`config.mk`:
```
export PLATFORM = sky130hd
export DESIGN_NAME = up2axi4l_master_flat
export DESIGN_NICKNAME = d
export VERILOG_FILES = /design/src/rtl/up2axi4l_master_if.sv /design/src/rtl/up2axi4l_master.sv /design/src/flat_wrapper.sv
export SDC_FILE = /design/constraint.sdc
export NUM_CORES = 1
export LEC_CHECK = 0
export BUFFER_PORTS_ARGS = -buffer_cell sky130_fd_sc_hd__buf_2
export CAP_MARGIN = 20
export CORE_MARGIN = 3
export CORE_UTILIZATION = 45
export CTS_BUF_LIST = sky130_fd_sc_hd__clkbuf_16
export CTS_CLUSTER_SIZE = 16
export DETAILED_ROUTE_END_ITERATION = 10
export PLACE_DENSITY = 0.9
export SYNTH_ARGS = -nofsm -noshare
export SYNTH_HDL_FRONTEND = slang
export SYNTH_SLANG_ARGS = --single-unit
```
`constraint.sdc`:
```
create_clock -name aclk -period 2.1 [get_ports aclk]
set_clock_uncertainty 0.2 [all_clocks]
set_input_delay 0.105 -clock aclk [delete_from_list [all_inputs] [get_ports aclk]]
set_output_delay 0.105 -clock aclk [all_outputs]
set_load 0.02 [all_outputs]
```
`src/rtl/up2axi4l_master_if.sv`:
```
// AXI4-Lite bus between up2axi4l_master and a slave.
// Master drives addresses, write data and response readies; the slave drives readies, responses and read data.
interface up2axi4l_master_if;
  logic [31:0] awaddr;
  logic [2:0]  awprot;
  logic        awvalid;
  logic        awready;
  logic [31:0] wdata;
  logic [3:0]  wstrb;
  logic        wvalid;
  logic        wready;
  logic [1:0]  bresp;
  logic        bvalid;
  logic        bready;
  logic [31:0] araddr;
  logic [2:0]  arprot;
  logic        arvalid;
  logic        arready;
  logic [31:0] rdata;
  logic [1:0]  rresp;
  logic        rvalid;
  logic        rready;

  modport master (
    output awaddr, awprot, awvalid, input awready,
    output wdata, wstrb, wvalid, input wready,
    input  bresp, bvalid, output bready,
    output araddr, arprot, arvalid, input arready,
    input  rdata, rresp, rvalid, output rready
  );

  modport slave (
    input  awaddr, awprot, awvalid, output awready,
    input  wdata, wstrb, wvalid, output wready,
    output bresp, bvalid, input bready,
    input  araddr, arprot, arvalid, output arready,
    output rdata, rresp, rvalid, input rready
  );
endinterface

```
`src/rtl/up2axi4l_master.sv`:
```
// up_wr/up_rd register bus to AXI4-Lite master; one write and one read slot, round-robin, one AXI transaction at a time.
// Latency: req to ack >= 4 cycles; AXI stalls are waited out indefinitely, and a request to an occupied slot is dropped (sticky up_req_drop).
module up2axi4l_master #(
  parameter int          C_ADDR_WIDTH = 12,
  parameter logic [31:0] C_BASE_ADDR  = 32'h0000_0000
) (
  input  logic                    aclk,
  input  logic                    aresetn,
  input  logic [C_ADDR_WIDTH-3:0] up_wr_addr,
  input  logic                    up_wr_req,
  input  logic [3:0]              up_wr_be,
  input  logic [31:0]             up_wr_din,
  output logic                    up_wr_ack,
  output logic                    up_wr_err,
  input  logic [C_ADDR_WIDTH-3:0] up_rd_addr,
  input  logic                    up_rd_req,
  output logic [31:0]             up_rd_dout,
  output logic                    up_rd_ack,
  output logic                    up_rd_err,
  output logic                    up_req_drop,
  up2axi4l_master_if.master       m_axi
);
  localparam int WA = C_ADDR_WIDTH - 2;

  typedef enum logic [2:0] {
    IDLE         = 3'd0,
    WR_ADDR_DATA = 3'd1,
    WR_RESP      = 3'd2,
    RD_ADDR      = 3'd3,
    RD_DATA      = 3'd4
  } state_t;

  typedef struct packed {
    logic [WA-1:0] addr;
    logic [3:0]    be;
    logic [31:0]   din;
  } wr_slot_t;

  state_t        state;
  state_t        state_nxt;
  wr_slot_t      wr_slot;
  logic          wr_vld;
  logic [WA-1:0] rd_addr;
  logic          rd_vld;
  logic          last_wr;
  logic          aw_done;
  logic          w_done;
  logic          wr_elig;
  logic          rd_elig;
  logic          pick_wr;
  logic          aw_hs;
  logic          w_hs;
  logic          b_hs;
  logic          ar_hs;
  logic          r_hs;
  logic [31:0]   wr_axi_addr;
  logic [31:0]   rd_axi_addr;
  logic          unused_resp;

  // A slot stays valid through its ack cycle so a late request is dropped, but it must not be re-served then.
  assign wr_elig = wr_vld && !up_wr_ack;
  assign rd_elig = rd_vld && !up_rd_ack;
  assign pick_wr = wr_elig && (!rd_elig || !last_wr);

  assign wr_axi_addr = C_BASE_ADDR + 32'({wr_slot.addr, 2'b00});
  assign rd_axi_addr = C_BASE_ADDR + 32'({rd_addr, 2'b00});

  assign aw_hs = (state == WR_ADDR_DATA) && !aw_done && m_axi.awready;
  assign w_hs  = (state == WR_ADDR_DATA) && !w_done && m_axi.wready;
  assign b_hs  = (state == WR_RESP) && m_axi.bvalid;
  assign ar_hs = (state == RD_ADDR) && m_axi.arready;
  assign r_hs  = (state == RD_DATA) && m_axi.rvalid;

  assign unused_resp = ^{m_axi.bresp[0], m_axi.rresp[0]};

  always_ff @(posedge aclk or negedge aresetn) begin
    if (!aresetn) begin
      wr_vld      <= 1'b0;
      wr_slot     <= '0;
      rd_vld      <= 1'b0;
      rd_addr     <= '0;
      up_req_drop <= 1'b0;
    end else begin
      if (up_wr_req && !wr_vld) begin
        wr_vld  <= 1'b1;
        wr_slot <= '{addr: up_wr_addr, be: up_wr_be, din: up_wr_din};
      end else if (up_wr_ack) begin
        wr_vld <= 1'b0;
      end
      if (up_rd_req && !rd_vld) begin
        rd_vld  <= 1'b1;
        rd_addr <= up_rd_addr;
      end else if (up_rd_ack) begin
        rd_vld <= 1'b0;
      end
      if ((up_wr_req && wr_vld) || (up_rd_req && rd_vld)) begin
        up_req_drop <= 1'b1;
      end
    end
  end

  always_ff @(posedge aclk or negedge aresetn) begin
    if (!aresetn) begin
      state <= IDLE;
    end else begin
      state <= state_nxt;
    end
  end

  always_comb begin
    state_nxt = state;
    case (state)
      IDLE: begin
        if (pick_wr) begin
          state_nxt = WR_ADDR_DATA;
        end else if (rd_elig) begin
          state_nxt = RD_ADDR;
        end
      end
      WR_ADDR_DATA: begin
        if ((aw_done || aw_hs) && (w_done || w_hs)) begin
          state_nxt = WR_RESP;
        end
      end
      WR_RESP: begin
        if (b_hs) begin
          state_nxt = IDLE;
        end
      end
      RD_ADDR: begin
        if (ar_hs) begin
          state_nxt = RD_DATA;
        end
      end
      RD_DATA: begin
        if (r_hs) begin
          state_nxt = IDLE;
        end
      end
      default: state_nxt = IDLE;
    endcase
  end

  always_comb begin
    m_axi.awvalid = (state == WR_ADDR_DATA) && !aw_done;
    m_axi.awaddr  = ((state == WR_ADDR_DATA) && !aw_done) ? wr_axi_addr : '0;
    m_axi.awprot  = 3'b000;
    m_axi.wvalid  = (state == WR_ADDR_DATA) && !w_done;
    m_axi.wdata   = ((state == WR_ADDR_DATA) && !w_done) ? wr_slot.din : '0;
    m_axi.wstrb   = ((state == WR_ADDR_DATA) && !w_done) ? wr_slot.be : '0;
    m_axi.bready  = (state == WR_RESP);
    m_axi.arvalid = (state == RD_ADDR);
    m_axi.araddr  = (state == RD_ADDR) ? rd_axi_addr : '0;
    m_axi.arprot  = 3'b000;
    m_axi.rready  = (state == RD_DATA);
  end

  // AW and W complete independently; each done flag holds its valid low until the burst reaches WR_RESP.
  always_ff @(posedge aclk or negedge aresetn) begin
    if (!aresetn) begin
      aw_done    <= 1'b0;
      w_done     <= 1'b0;
      last_wr    <= 1'b0;
      up_wr_ack  <= 1'b0;
      up_wr_err  <= 1'b0;
      up_rd_ack  <= 1'b0;
      up_rd_err  <= 1'b0;
      up_rd_dout <= '0;
    end else begin
      aw_done <= (state == WR_ADDR_DATA) && (state_nxt == WR_ADDR_DATA) && (aw_done || aw_hs);
      w_done  <= (state == WR_ADDR_DATA) && (state_nxt == WR_ADDR_DATA) && (w_done || w_hs);
      if (state == IDLE && state_nxt == WR_ADDR_DATA) begin
        last_wr <= 1'b1;
      end else if (state == IDLE && state_nxt == RD_ADDR) begin
        last_wr <= 1'b0;
      end
      up_wr_ack <= b_hs;
      up_wr_err <= b_hs && m_axi.bresp[1];
      up_rd_ack <= r_hs;
      up_rd_err <= r_hs && m_axi.rresp[1];
      if (r_hs) begin
        up_rd_dout <= m_axi.rdata;
      end
    end
  end
endmodule
```
`src/flat_wrapper.sv`:
```
// flat-port wrapper written by rule: the top's interface ports become plain ports
module up2axi4l_master_flat 
#(
  parameter int          C_ADDR_WIDTH = 12,
  parameter logic [31:0] C_BASE_ADDR  = 32'h0000_0000
)
  (aclk, aresetn, up_wr_addr, up_wr_req, up_wr_be, up_wr_din, up_wr_ack, up_wr_err, up_rd_addr, up_rd_req, up_rd_dout, up_rd_ack, up_rd_err, up_req_drop, m_axi_awaddr, m_axi_awprot, m_axi_awvalid, m_axi_awready, m_axi_wdata, m_axi_wstrb, m_axi_wvalid, m_axi_wready, m_axi_bresp, m_axi_bvalid, m_axi_bready, m_axi_araddr, m_axi_arprot, m_axi_arvalid, m_axi_arready, m_axi_rdata, m_axi_rresp, m_axi_rvalid, m_axi_rready);
  up2axi4l_master_if m_axi_i ();
  input  logic aclk;
  input  logic aresetn;
  input  logic [C_ADDR_WIDTH-3:0] up_wr_addr;
  input  logic up_wr_req;
  input  logic [3:0] up_wr_be;
  input  logic [31:0] up_wr_din;
  output logic up_wr_ack;
  output logic up_wr_err;
  input  logic [C_ADDR_WIDTH-3:0] up_rd_addr;
  input  logic up_rd_req;
  output logic [31:0] up_rd_dout;
  output logic up_rd_ack;
  output logic up_rd_err;
  output logic up_req_drop;
  output wire logic [$bits(m_axi_i.awaddr)-1:0] m_axi_awaddr;
  output wire logic [$bits(m_axi_i.awprot)-1:0] m_axi_awprot;
  output wire logic [$bits(m_axi_i.awvalid)-1:0] m_axi_awvalid;
  input wire logic [$bits(m_axi_i.awready)-1:0] m_axi_awready;
  output wire logic [$bits(m_axi_i.wdata)-1:0] m_axi_wdata;
  output wire logic [$bits(m_axi_i.wstrb)-1:0] m_axi_wstrb;
  output wire logic [$bits(m_axi_i.wvalid)-1:0] m_axi_wvalid;
  input wire logic [$bits(m_axi_i.wready)-1:0] m_axi_wready;
  input wire logic [$bits(m_axi_i.bresp)-1:0] m_axi_bresp;
  input wire logic [$bits(m_axi_i.bvalid)-1:0] m_axi_bvalid;
  output wire logic [$bits(m_axi_i.bready)-1:0] m_axi_bready;
  output wire logic [$bits(m_axi_i.araddr)-1:0] m_axi_araddr;
  output wire logic [$bits(m_axi_i.arprot)-1:0] m_axi_arprot;
  output wire logic [$bits(m_axi_i.arvalid)-1:0] m_axi_arvalid;
  input wire logic [$bits(m_axi_i.arready)-1:0] m_axi_arready;
  input wire logic [$bits(m_axi_i.rdata)-1:0] m_axi_rdata;
  input wire logic [$bits(m_axi_i.rresp)-1:0] m_axi_rresp;
  input wire logic [$bits(m_axi_i.rvalid)-1:0] m_axi_rvalid;
  output wire logic [$bits(m_axi_i.rready)-1:0] m_axi_rready;
  assign m_axi_awaddr = m_axi_i.awaddr;
  assign m_axi_awprot = m_axi_i.awprot;
  assign m_axi_awvalid = m_axi_i.awvalid;
  assign m_axi_i.awready = m_axi_awready;
  assign m_axi_wdata = m_axi_i.wdata;
  assign m_axi_wstrb = m_axi_i.wstrb;
  assign m_axi_wvalid = m_axi_i.wvalid;
  assign m_axi_i.wready = m_axi_wready;
  assign m_axi_i.bresp = m_axi_bresp;
  assign m_axi_i.bvalid = m_axi_bvalid;
  assign m_axi_bready = m_axi_i.bready;
  assign m_axi_araddr = m_axi_i.araddr;
  assign m_axi_arprot = m_axi_i.arprot;
  assign m_axi_arvalid = m_axi_i.arvalid;
  assign m_axi_i.arready = m_axi_arready;
  assign m_axi_i.rdata = m_axi_rdata;
  assign m_axi_i.rresp = m_axi_rresp;
  assign m_axi_i.rvalid = m_axi_rvalid;
  assign m_axi_rready = m_axi_i.rready;
  up2axi4l_master #(.C_ADDR_WIDTH(C_ADDR_WIDTH), .C_BASE_ADDR(C_BASE_ADDR)) u_core (.aclk(aclk), .aresetn(aresetn), .up_wr_addr(up_wr_addr), .up_wr_req(up_wr_req), .up_wr_be(up_wr_be), .up_wr_din(up_wr_din), .up_wr_ack(up_wr_ack), .up_wr_err(up_wr_err), .up_rd_addr(up_rd_addr), .up_rd_req(up_rd_req), .up_rd_dout(up_rd_dout), .up_rd_ack(up_rd_ack), .up_rd_err(up_rd_err), .up_req_drop(up_req_drop), .m_axi(m_axi_i));
endmodule
```
After elaboration in Yosys (flattened, before gate mapping) --
Cells that the tools add are included.
Operators by class: equal/unequal tests 6, reductions and logical operators 38, muxes and demuxes 17
Operators with widths (count):
- $mux W32 | 1
- $mux W12 | 2
- $logic_and A1 B1 Y1 | 22
- $mux W3 | 6
- $pmux W3 S5 | 1
- $eq A3 B2 Y1 const B | 3
- $logic_not A1 Y1 | 8
- $eq A3 B1 Y1 const B | 2
- $mux W1 | 6
- $reduce_bool A2 Y1 | 3
- $logic_or A1 B1 Y1 | 4
- $mux W4 | 1
- $eq A3 B3 Y1 const B | 1
- $logic_not A3 Y1 | 1
Word-level totals: register bits 101, bits of input ports 101, output and inout bits 148, word-level logic and storage cells 77

Longest topological paths before layout --
Gate-level depths: netlist of run 1.
depth after elaboration 11, depth in mapped cells 5, gate-level depth less buffers 3

Least setup slack after synthesis of run 1 --
OpenSTA, ideal clock, no wires.
kind register to output, start reg u_core.state[1], end out m_axi_awaddr[10], buffers on the path 1, path slack 0.401 ns, arrival time 1.394 ns, stages on the path, launching flop included 5, cells stage by stage dfrtp_1 or3b_4 nor2_1 buf_4 and2_1
Between the ends: cells in the longest elaborated chain, start to end 3
RTL lines:
- start: declaration | RTL line up2axi4l_master.sv:39 | state_t state;
- start signal: assignment | RTL line up2axi4l_master.sv:106 | state <= state_nxt;
- $eq A3 B1 Y1
- $logic_and A1 B1 Y1
- net m_axi_awvalid | RTL line flat_wrapper.sv:25 | output wire logic [$bits(m_axi_i.awvalid)-1:0] m_axi_awvalid;
- $mux W12 | RTL line up2axi4l_master.sv:146 | m_axi.awaddr = ((state == WR_ADDR_DATA) && !aw_done) ? wr_axi_addr : '0;
- end: declaration | RTL line flat_wrapper.sv:23 | output wire logic [$bits(m_axi_i.awaddr)-1:0] m_axi_awaddr;
The timed path passes the listed nets, and every way through them passes these cells.

Worst setup path in the final report of run 1 --
start reg u_core.state[1], end out m_axi_wdata[15]
Between the ends: cells in the longest elaborated chain, start to end 3
RTL lines:
- $eq A3 B1 Y1 | RTL line up2axi4l_master.sv:149 | m_axi.wdata = ((state == WR_ADDR_DATA) && !w_done) ? wr_slot.din : '0;
- $logic_and A1 B1 Y1 | RTL line up2axi4l_master.sv:149
- $mux W32 | RTL line up2axi4l_master.sv:149
- end: declaration | RTL line flat_wrapper.sv:27 | output wire logic [$bits(m_axi_i.wdata)-1:0] m_axi_wdata;
Every way passes these cells.

==> run summary, run 1 <==
Die Area: 11800 um2
Pre-Repair DR Iteration Count: 4
Clock latency on the worst-skew pair: 0.34 ns
Vias: 3799
Synth area leader: dfrtp_1
Leak: 3.72 nW
First-pass GRT wire length: 21100 um
Required time worst endpoint: 1.79 ns
Setup violations, final: 33
Clock transition at path regs: 0.07 ns
Hold Vio Cnt, Final: 0
Most common cell on crit path: buf_6
Final instance area: 7460 um2
Gate Count Post-Synth: 350
Violated checks: setup timing
Largest net degree at the start of global routing: 102
WL/cell: 17.6 um
Chip width: 109 um
Netlist cell types: 33
Area contributors post-synth: dfrtp_1 53%, mux2_2 14%, mux2_4 8.9%
Layout cells sized above 1: 54.4%
CTS tree: yes
CP max stage delay: 0.50 ns
Core area: 10000 um2
Area Growth Syn to Fin: 57.7%
Clock tree root buffer cell: clkbuf_16
Hold slack: 0.151 ns
Antenna violations before repair: 0
Die H: 109 um
Hpwl dp: 7920 um
Syn avg cell area: 13.5 um2
Period utilisation layout: 102%
Ant diodes: 0
Num Clock Sinks: 101
Setup crit start kind: flip-flop
Depth of the CTS H-tree: 3
Sequential fraction of the synthesis area: 53.4%
Max Freq: 0.468 GHz
Vias in the first global route: 4076
Post-Syn Area: 4730 um2
# DRC: 0
Initial Utilization: 47.3%
Clock Path Buffers: 2
# rows: 36
Post-route worst setup slack: -0.0385 ns
Congestion Overflow GR: 0
Initial DRC Count: 122
Crit path time final: 2.14 ns
Kind of end point of the critical path: output port
Yosys synthesis warning count: 0
Layout Utilization: 74.6%
Worst hold path type: primary input to asynchronous set/reset pin
Number of synthesized register bits: 101
Synth top area share: 53.4%
Arrival time at the worst endpoint: 1.83 ns
Slew Limit Headroom: 64.1%
RSZ-0062 raised after global routing: yes
VDD IR-drop max: 0.850 mV
Worst-path cell chain: or3b_4 -> nor2_4 -> buf_6 -> and2_4 -> buf_6
Worst-path maximum fanout: 6
Gp weighted congestion: 0.732
Cell family with most CP delay: simple AND/OR/NAND/NOR gates
Pwr dens: 1410 nW/um2
Worst path bufs/invs: 2
Max Cap Viol: 0
Final count of pins violating max slew: 0
Nets: 761
Outcome: finished with violations
Io pins: 249
Vias per cell: 4.77
Gr usage total: 23.6%
WL final: 14100 um
Port Buffer Count: 196
CP max stage cell: or3b_4
CTS buffer count: 9
Area after DPL: 5660 um2
Fin Setup TNS: -0.646 ns
Worst-margin pin slew: 0.538 ns
CP Class: flip-flop to output port
Post-route antenna net violation count: 0
-- metal layers --
metal | vias up | track usage (%) | wire [um]
met4 | 0 | 9.83 | 378
met1 | 1888 | 26.5 | 5170
met5 | - | 0 | 0
li1 | 1695 | - | -
met2 | 188 | 42.6 | 7460
met3 | 28 | 5.55 | 1050
-- metrics by stage --
step | power [mW] | cells | worst slack [ns]
after floorplan | 6.22 | 399 | 0.401
after global placement | 7.25 | 668 | 0.240
after detailed placement | 7.42 | 668 | 0.199
after CTS | 9.82 | 797 | -0.0467
after global routing | 11.1 | 797 | -0.0902
final | 10.6 | 797 | -0.0385
-- area by class of cell --
cell class / instances / area, um2
Fill cell: 579 / 2530
Tap cell: 133 / 166
Clock inverter: 6 / 87.6
Sequential cell: 101 / 2530
Timing Repair Buffer: 313 / 2430
Clock buffer: 9 / 225
Inverter: 1 / 3.75
Multi-Input combinational cell: 234 / 2020
-- cells in the final DEF (no fill, tap or decap), drive strengths merged --
cell and count:
nor2b 4, bufinv 2, nand2 4, or2 3, o21ai 2, nor2 8, nor4 1, dfrtp 101
inv 2, and3 2, a21oi 1, buf 211, clkinv 1, o211ai 2, and2 58, o311ai 1
nor3b 1, nand2b 1, mux2 88, mux2i 1, dlygate4sd3 102, a221o 1, or3b 1, clkinvlp 2
nand3b 1, nor3 2, clkbuf 9, conb 50, a22o 1, and3b 1
-- synth_stat cells --
master    count
buf_2         6
o21ai_0       2
a22o_1        1
nor2b_1       4
a21oi_1       1
buf_4        51
and2_1       58
or3b_4        1
nor2_8        1
o311ai_0      1
and3_1        2
o211ai_2      1
nand3b_1      1
dfrtp_1     101
nor2_1        5
or2_2         2
nor3_2        1
nor4_1        1
nor3b_1       1
nand2b_1      1
mux2i_1       1
inv_1         1
clkbuf_1      1
mux2_4       28
nor3_1        1
conb_1        1
nand2_1       4
or2_1         1
o211ai_1      1
and3b_1       1
buf_6         7
mux2_2       60
a221o_1       1
-- cell families (layout without fill, tap and decap cells) --
kind of cell / count (synthesis) / count (layout) / synth area share [%]
and+or+nand+nor: 85 / 87 / 11.3
DFF: 101 / 101 / 53.4
muxes: 89 / 89 / 23.4
other: 1 / 50 / 0.0792
AOI/OAI and AO/OA: 8 / 8 / 1.32
buffers and inverters: 66 / 329 / 10.5
-- power breakdown --
group	leakage (nW)	switching, mW	total [mW]	internal [mW]
logic	2.35	2.57	5.37	2.81
clock network	0.146	0.724	1.76	1.04
registers	1.23	0.566	3.42	2.86
-- path summary, 6_finish.rpt --
check | slack, ns | to | from | cells past startpoint
max | -0.04 | m_axi_wdata[15] | u_core.state[1] | 5
min | 0.15 | u_core.rd_addr[4] | aresetn | 3
max reg2reg | 0.14 | u_core.state[2] | u_core.state[2] | 5
min reg2reg | 0.30 | u_core.wr_slot[11] | u_core.wr_slot[11] | 1
max in group asynchronous | 1.11 | u_core.state[0] | aresetn | 3
min in group aclk | 0.30 | u_core.wr_slot[11] | u_core.wr_slot[11] | 1
-- worst reg2reg max path, delay by kind of cell, from the launching register on --
kind	cells	cell delay, ns
buf+inv	2	0.76
compound gates	1	0.09
flops	1	0.40
simple gates	2	0.44
-- what timing repair did --
action | 4_1_cts | 5_1_grt
endpoints found under the hold margin | 199 | 0
hold buffers | 102 | 0
endpoints found under the setup margin | 47 | 51
pin swaps | 5 | 34
buffers inserted | 9 | 0
gates cloned | 3 | 0
resized for setup | 33 | 98
-- sequential cells by signal, summed over array words and instances (netlist names) --
signal	count
u_core.up_wr_ack	1
u_core.up_rd_ack	1
u_core.aw_done	1
u_core.wr_vld	1
u_core.up_rd_dout	32
u_core.rd_vld	1
u_core.wr_slot	46
u_core.state	3
u_core.rd_addr	10
u_core.up_req_drop	1
u_core.up_rd_err	1
u_core.w_done	1
u_core.last_wr	1
u_core.up_wr_err	1
(Power assumes the default switching activity.)
==> run 2, diff against run 1 <==
Settings changed: BUFFER_PORTS_ARGS -buffer_cell sky130_fd_sc_hd__buf_2 to -buffer_cell sky130_fd_sc_hd__buf_4, CORE_UTILIZATION 45 to 35, PLACE_DENSITY 0.9 to 0.75.
==> run 2 against run 1 <==
Effect of this change: the run still ends with setup timing left; clock-buffer cell count stayed put; largest power group unchanged; largest cell class is now buffers; critical path type unchanged; clock power is 9% lower; combinational power is 11% higher; core utilization is 13 points lower.
==> run summary, run 2 (same netlist as run 1, synthesis figures left out) <==
Core area: 12900 um2 (was 10000 um2)
Post-route worst setup slack: -0.121 ns (was -0.0385 ns)
Post-route antenna net violation count: 0 (unchanged)
Max Cap Viol: 0 (unchanged)
Clock Path Buffers: 2 (unchanged)
CTS buffer count: 9 (unchanged)
Initial DRC Count: 67 (was 122)
Worst-margin pin slew: 0.556 ns (was 0.538 ns)
Initial Utilization: 36.6% (was 47.3%)
Chip width: 122 um (was 109 um)
Num Clock Sinks: 101 (unchanged)
Vias per cell: 4.45 (was 4.77)
Final instance area: 7990 um2 (was 7460 um2)
Max reg flops: 46 (unchanged)
Clock tree root buffer cell: clkbuf_16 (unchanged)
RSZ-0062 raised after global routing: yes (unchanged)
Pre-Repair DR Iteration Count: 4 (unchanged)
WL final: 14000 um (was 14100 um)
Die H: 122 um (was 109 um)
Most flops, register: u_core.wr_slot (unchanged)
Period utilisation layout: 106% (was 102%)
First-pass GRT wire length: 20900 um (was 21100 um)
Crit path time final: 2.22 ns (was 2.14 ns)
VDD IR-drop max: 1.01 mV (was 0.850 mV)
Leak: 3.88 nW (was 3.72 nW)
CP Class: flip-flop to output port (unchanged)
Most frequent cells in the layout: 156 x buf_4, 100 x dlygate4sd3_1, 98 x dfrtp_1, 60 x mux2_2, 56 x buf_6 (was 149 x buf_2, 102 x dlygate4sd3_1, 99 x dfrtp_1, 60 x mux2_2, 50 x conb_1)
Inst Count DP: 708 (was 668)
Final Instance Count excl. Fillers: 841 (was 797)
Hold Vio Cnt, Final: 0 (unchanged)
Layout Utilization: 61.8% (was 74.6%)
Port Buffer Count: 196 (unchanged)
Area after DPL: 6200 um2 (was 5660 um2)
Layout fillers: 947 (was 579)
Largest regs: u_core.wr_slot: 46 flops, u_core.up_rd_dout: 32 flops, u_core.rd_addr: 10 flops (unchanged)
Outcome: finished with violations (unchanged)
Io pins: 249 (unchanged)
Gr usage total: 18.2% (was 23.6%)
Max Freq: 0.450 GHz (was 0.468 GHz)
Gp weighted congestion: 0.762 (was 0.732)
R2R cell count: 5 (unchanged)
WL/cell: 16.7 um (was 17.6 um)
Depth of the CTS H-tree: 3 (unchanged)
Fin Setup TNS: -3.43 ns (was -0.646 ns)
Hpwl dp: 7860 um (was 7920 um)
Antenna violations before repair: 0 (unchanged)
Violated checks: setup timing (unchanged)
DP Worst Slack: 0.193 ns (was 0.199 ns)
Vias: 3745 (was 3799)
Commonest non-fill, non-tap cell in the layout: buf_4 (was buf_2)
Vias in the first global route: 4099 (was 4076)
Worst-path maximum fanout: 6 (unchanged)
Pwr dens: 1380 nW/um2 (was 1410 nW/um2)
# DRC: 0 (unchanged)
Slew Limit Headroom: 62.9% (was 64.1%)
Die Area: 15000 um2 (was 11800 um2)
Required time worst endpoint: 1.79 ns (about the same)
Area Growth Syn to Fin: 68.8% (was 57.7%)
CTS tree: yes (unchanged)
Layout cells sized above 1: 56.7% (was 54.4%)
Setup violations, final: 47 (was 33)
Arrival time at the worst endpoint: 1.92 ns (was 1.83 ns)
Ant diodes: 0 (unchanged)
# rows: 41 (was 36)
Congestion Overflow GR: 0 (unchanged)
Worst hold path type: primary input to asynchronous set/reset pin (unchanged)
Kind of end point of the critical path: output port (unchanged)
Largest net degree at the start of global routing: 56 (was 102)
Clock latency on the worst-skew pair: 0.34 ns (about the same)
Clock transition at path regs: 0.07 ns (about the same)
Nets: 766 (was 761)
Setup crit start kind: flip-flop (unchanged)
Final count of pins violating max slew: 0 (unchanged)
## run 2: layer usage
layer	share of wire [%]	wire length (um)	GRT usage (%)	up-vias
met4	1.8	254	6.58	0
met2	52	7340	33.1	188
li1	-	-	-	1711
met5	0	0	0	-
met1	36	5110	19.8	1827
met3	9.4	1320	5.71	19
## run 2: stage by stage
stage / hold WS, ns / power (mW)
6_report: 0.0961 / 11.0
5_1_grt: 0.100 / 11.6
4_1_cts: 0.0883 / 10.5
3_5_place_dp: -0.263 / 7.92
3_3_place_gp: -0.268 / 7.80
2_1_floorplan: -0.391 / 6.22
## run 2: final timing paths
| kind | from | end | slack [ns] |
|---|---|---|---|
| setup / recovery | u_core.state[1] | m_axi_wdata[20] | -0.12 |
| setup reg to reg | u_core.state[0] | u_core.up_rd_dout[1] | 0.15 |
| min in group aclk | up_rd_req | u_core.rd_addr[1] | 0.10 |
| hold reg to reg | u_core.rd_addr[1] | u_core.rd_addr[1] | 0.30 |
| hold / removal | aresetn | u_core.up_req_drop | 0.1 |
| max in group asynchronous | aresetn | u_core.rd_addr[5] | 0.94 |
## run 2: final cells by class
| cell class | count | area, um2 | share of cell area [%] |
|---|---|---|---|
| clock buffers | 9 | 225 | 2.82 |
| inverters | 1 | 3.75 | 0.0470 |
| well taps | 172 | 215 | 2.69 |
| repair buffers | 317 | 2900 | 36.3 |
| clock inverters | 6 | 57.6 | 0.720 |
| flip-flops and latches | 101 | 2530 | 31.7 |
| multi-input cells | 235 | 2060 | 25.7 |
## run 2: worst max-delay path, stage by stage, from the launching register on
cell	delay, ns
dfrtp_2	0.40
or3b_4	0.42
buf_12	0.15
buf_4	0.13
nor2_4	0.17
and2_4	0.18
buf_6	0.11
## run 2: where the power goes
part | leakage (nW) | switching [mW] | internal, mW
clock network | 0.142 | 0.694 | 0.906
logic | 2.51 | 2.64 | 3.34
registers | 1.23 | 0.558 | 2.86
## run 2: timing repair
action | CTS | global route
gates resized for setup | 61 | 49
setup endpoints to repair | 47 | 58
gates cloned | 4 | 1
endpoints found under the hold margin | 199 | 0
hold buffers | 100 | 0
pin swaps | 27 | 24
buffers inserted | 9 | 4
==> run 3, diff against run 2 <==
Settings changed: CORE_MARGIN 3 to 8.
==> run 3 against run 2 <==
Effect of this change: the run still ends with setup timing left; clock-buffer cell count is the same; total power shrank 6.1%; core utilization shrank 3.0 points; routed wire length grew 0.18%; non-clock buffer count shrank 6; first-iteration DRC count grew 6.0%; worst setup slack gained 0.077 ns; largest power group unchanged.
==> run summary, run 3 (same netlist as run 1, synthesis figures left out) <==
Logic pwr share: 53.2% (was 54.4%)
Max Freq: 0.466 GHz (was 0.450 GHz)
Layout fillers: 991 (was 947)
Final Total Pwr: 10.3 mW (was 11.0 mW)
Outcome: finished with violations (unchanged)
Final Instance Count excl. Fillers: 838 (was 841)
Sw Share: 36.0% (was 35.4%)
Worst hold path type: primary input to asynchronous set/reset pin (unchanged)
Metal3 WL: 1500 um (was 1320 um)
CP max stage cell: or3b_4 (unchanged)
Port Buffer Count: 196 (unchanged)
Slew Limit Headroom: 66.4% (was 62.9%)
Congestion Overflow GR: 0 (unchanged)
Clock Path Buffers: 2 (unchanged)
Reg area: 2530 um2 (unchanged)
Pre-Repair DR Iteration Count: 4 (unchanged)
Pwr dens: 1330 nW/um2 (was 1380 nW/um2)
Hold Vio Cnt, Final: 0 (unchanged)
Vias in the first global route: 4262 (was 4099)
Hpwl dp: 9060 um (was 7860 um)
Area Growth Syn to Fin: 64.6% (was 68.8%)
Vias per cell: 4.33 (was 4.45)
Initial Utilization: 35.8% (was 36.6%)
Worst path bufs/invs: 2 (was 3)
Required time worst endpoint: 1.79 ns (about the same)
Initial DRC Count: 71 (was 67)
Hold slack: 0.120 ns (was 0.0961 ns)
Worst-path cell chain: or3b_4 -> nor2_8 -> clkbuf_16 -> and2_1 -> buf_6 (was or3b_4 -> buf_12 -> buf_4 -> nor2_4 -> and2_4 -> buf_6)
Vias: 3629 (was 3745)
# DRC: 0 (unchanged)
Inst Count DP: 714 (was 708)
WL final: 14100 um (was 14000 um)
Clock transition at path regs: 0.07 ns (about the same)
Commonest non-fill, non-tap cell in the layout: buf_4 (unchanged)
Register share of total power: 32.5% (was 31.1%)
Chip width: 132 um (was 122 um)
Area after DPL: 6230 um2 (was 6200 um2)
Final count of pins violating max slew: 0 (unchanged)
CTS tree: yes (unchanged)
Period utilisation layout: 102% (was 106%)
Multi-input logic area: 1950 um2 (was 2060 um2)
Most frequent cells in the layout: 160 x buf_4, 100 x dlygate4sd3_1, 98 x dfrtp_1, 60 x mux2_2, 50 x conb_1 (was 156 x buf_4, 100 x dlygate4sd3_1, 98 x dfrtp_1, 60 x mux2_2, 56 x buf_6)
WL/cell: 16.8 um (was 16.7 um)
CTS buffer count: 9 (unchanged)
Kind of end point of the critical path: output port (unchanged)
Clock tree root buffer cell: clkbuf_16 (unchanged)
Most flops, register: u_core.wr_slot (unchanged)
Post-route antenna net violation count: 0 (unchanged)
Highest metal used: met4 (unchanged)
# rows: 42 (was 41)
VDD IR-drop max: 0.731 mV (was 1.01 mV)
Max Cap Viol: 0 (unchanged)
Die H: 132 um (was 122 um)
Layout Utilization: 58.9% (was 61.8%)
Met2 routed WL: 7030 um (was 7340 um)
Largest net degree at the start of global routing: 55 (was 56)
Nets: 757 (was 766)
Post-route worst setup slack: -0.0441 ns (was -0.121 ns)
Num Clock Sinks: 101 (unchanged)
Worst-path maximum fanout: 18 (was 6)
Violated checks: setup timing (unchanged)
Io pins: 249 (unchanged)
Setup crit start kind: flip-flop (unchanged)
Max reg flops: 46 (unchanged)
NetSw: 3.72 mW (was 3.89 mW)
Die Area: 17500 um2 (was 15000 um2)
Setup violations, final: 24 (was 47)
CP max stage delay: 0.45 ns (was 0.42 ns)
Fin Setup TNS: -0.335 ns (was -3.43 ns)
DP Worst Slack: 0.273 ns (was 0.193 ns)
Clock latency on the worst-skew pair: 0.34 ns (about the same)
Arrival time at the worst endpoint: 1.84 ns (was 1.92 ns)
Leak: 3.77 nW (was 3.88 nW)
Depth of the CTS H-tree: 3 (unchanged)
Largest regs: u_core.wr_slot: 46 flops, u_core.up_rd_dout: 32 flops, u_core.rd_addr: 10 flops (unchanged)
Gr usage total: 15.7% (was 18.2%)
Antenna violations before repair: 1 (was 0)
Crit path time final: 2.14 ns (was 2.22 ns)
Met1 WL: 5200 um (was 5110 um)
Final instance area: 7790 um2 (was 7990 um2)
CP Class: flip-flop to output port (unchanged)
Int Pwr: 6.61 mW (was 7.11 mW)
First-pass GRT wire length: 22400 um (was 20900 um)
Clk pwr share: 14.3% (was 14.6%)
Gp weighted congestion: 0.733 (was 0.762)
Core area: 13200 um2 (was 12900 um2)
Layout cells sized above 1: 51.6% (was 56.7%)
Cell family with most CP delay: simple AND/OR/NAND/NOR gates (unchanged)
RSZ-0062 raised after global routing: yes (unchanged)
Worst-margin pin slew: 0.502 ns (was 0.556 ns)
run 3: cell count changes in the layout (fill, tap and decap cells not counted), sizes merged:
cell      before  now
buf          217  210
bufinv         1    0
clkbuf         9   10
clkinv         2    6
clkinvlp       1    0
diode          0    1
inv            3    2
nor2           9    6
run 3: per-layer routing:
metal,global-route usage (%),vias to the layer above
met5,0,-
met4,6.25,0
met3,7.58,21
met2,27.4,175
met1,15.6,1750
li1,-,1683
run 3: layout make-up:
type	count	share of cell area (%)
Antenna cell	1	0.0321
Clock buffer	9	2.89
Clock inverter	7	0.433
Inverter	1	0.0482
Multi-Input combinational cell	232	25.0
Sequential cell	101	32.5
Tap cell	176	2.83
Timing Repair Buffer	311	36.2
run 3: worst paths after layout:
check / start / to / slack, ns / cells past startpoint
worst max-delay path: u_core.state[2] / m_axi_wdata[15] / -0.04 / 5
worst min-delay path: aresetn / u_core.rd_addr[8] / 0.12 / 3
worst max register to register: u_core.state[0] / u_core.up_rd_dout[12] / 0.17 / 5
worst min register to register: u_core.wr_slot[1] / u_core.wr_slot[1] / 0.30 / 1
max in group asynchronous: aresetn / u_core.wr_slot[14] / 0.70 / 3
min in group aclk: up_rd_req / u_core.rd_vld / 0.14 / 4
run 3: power groups by stage:
stage / combinational [mW] / sequential, mW / clock (mW)
detailed placement: 4.69 / 3.36 / 0
global placement: 4.58 / 3.31 / 0
finish: 5.49 / 3.36 / 1.48
CTS: 5.23 / 3.33 / 1.53
floorplan: 2.62 / 3.60 / 0
global route: 5.84 / 3.47 / 1.61
run 3: worst min-delay path: cells and delay by family:
family | cells | cell delay, ns
buf+inv | 3 | 0.93
run 3: what timing repair did:
item,4_1_cts,5_1_grt
setup endpoints to repair,46,52
hold endpoints to repair,199,0
pin swaps,8,5
hold buffers,100,0
resized for setup,45,25
gates cloned,1,1
buffers inserted,4,1
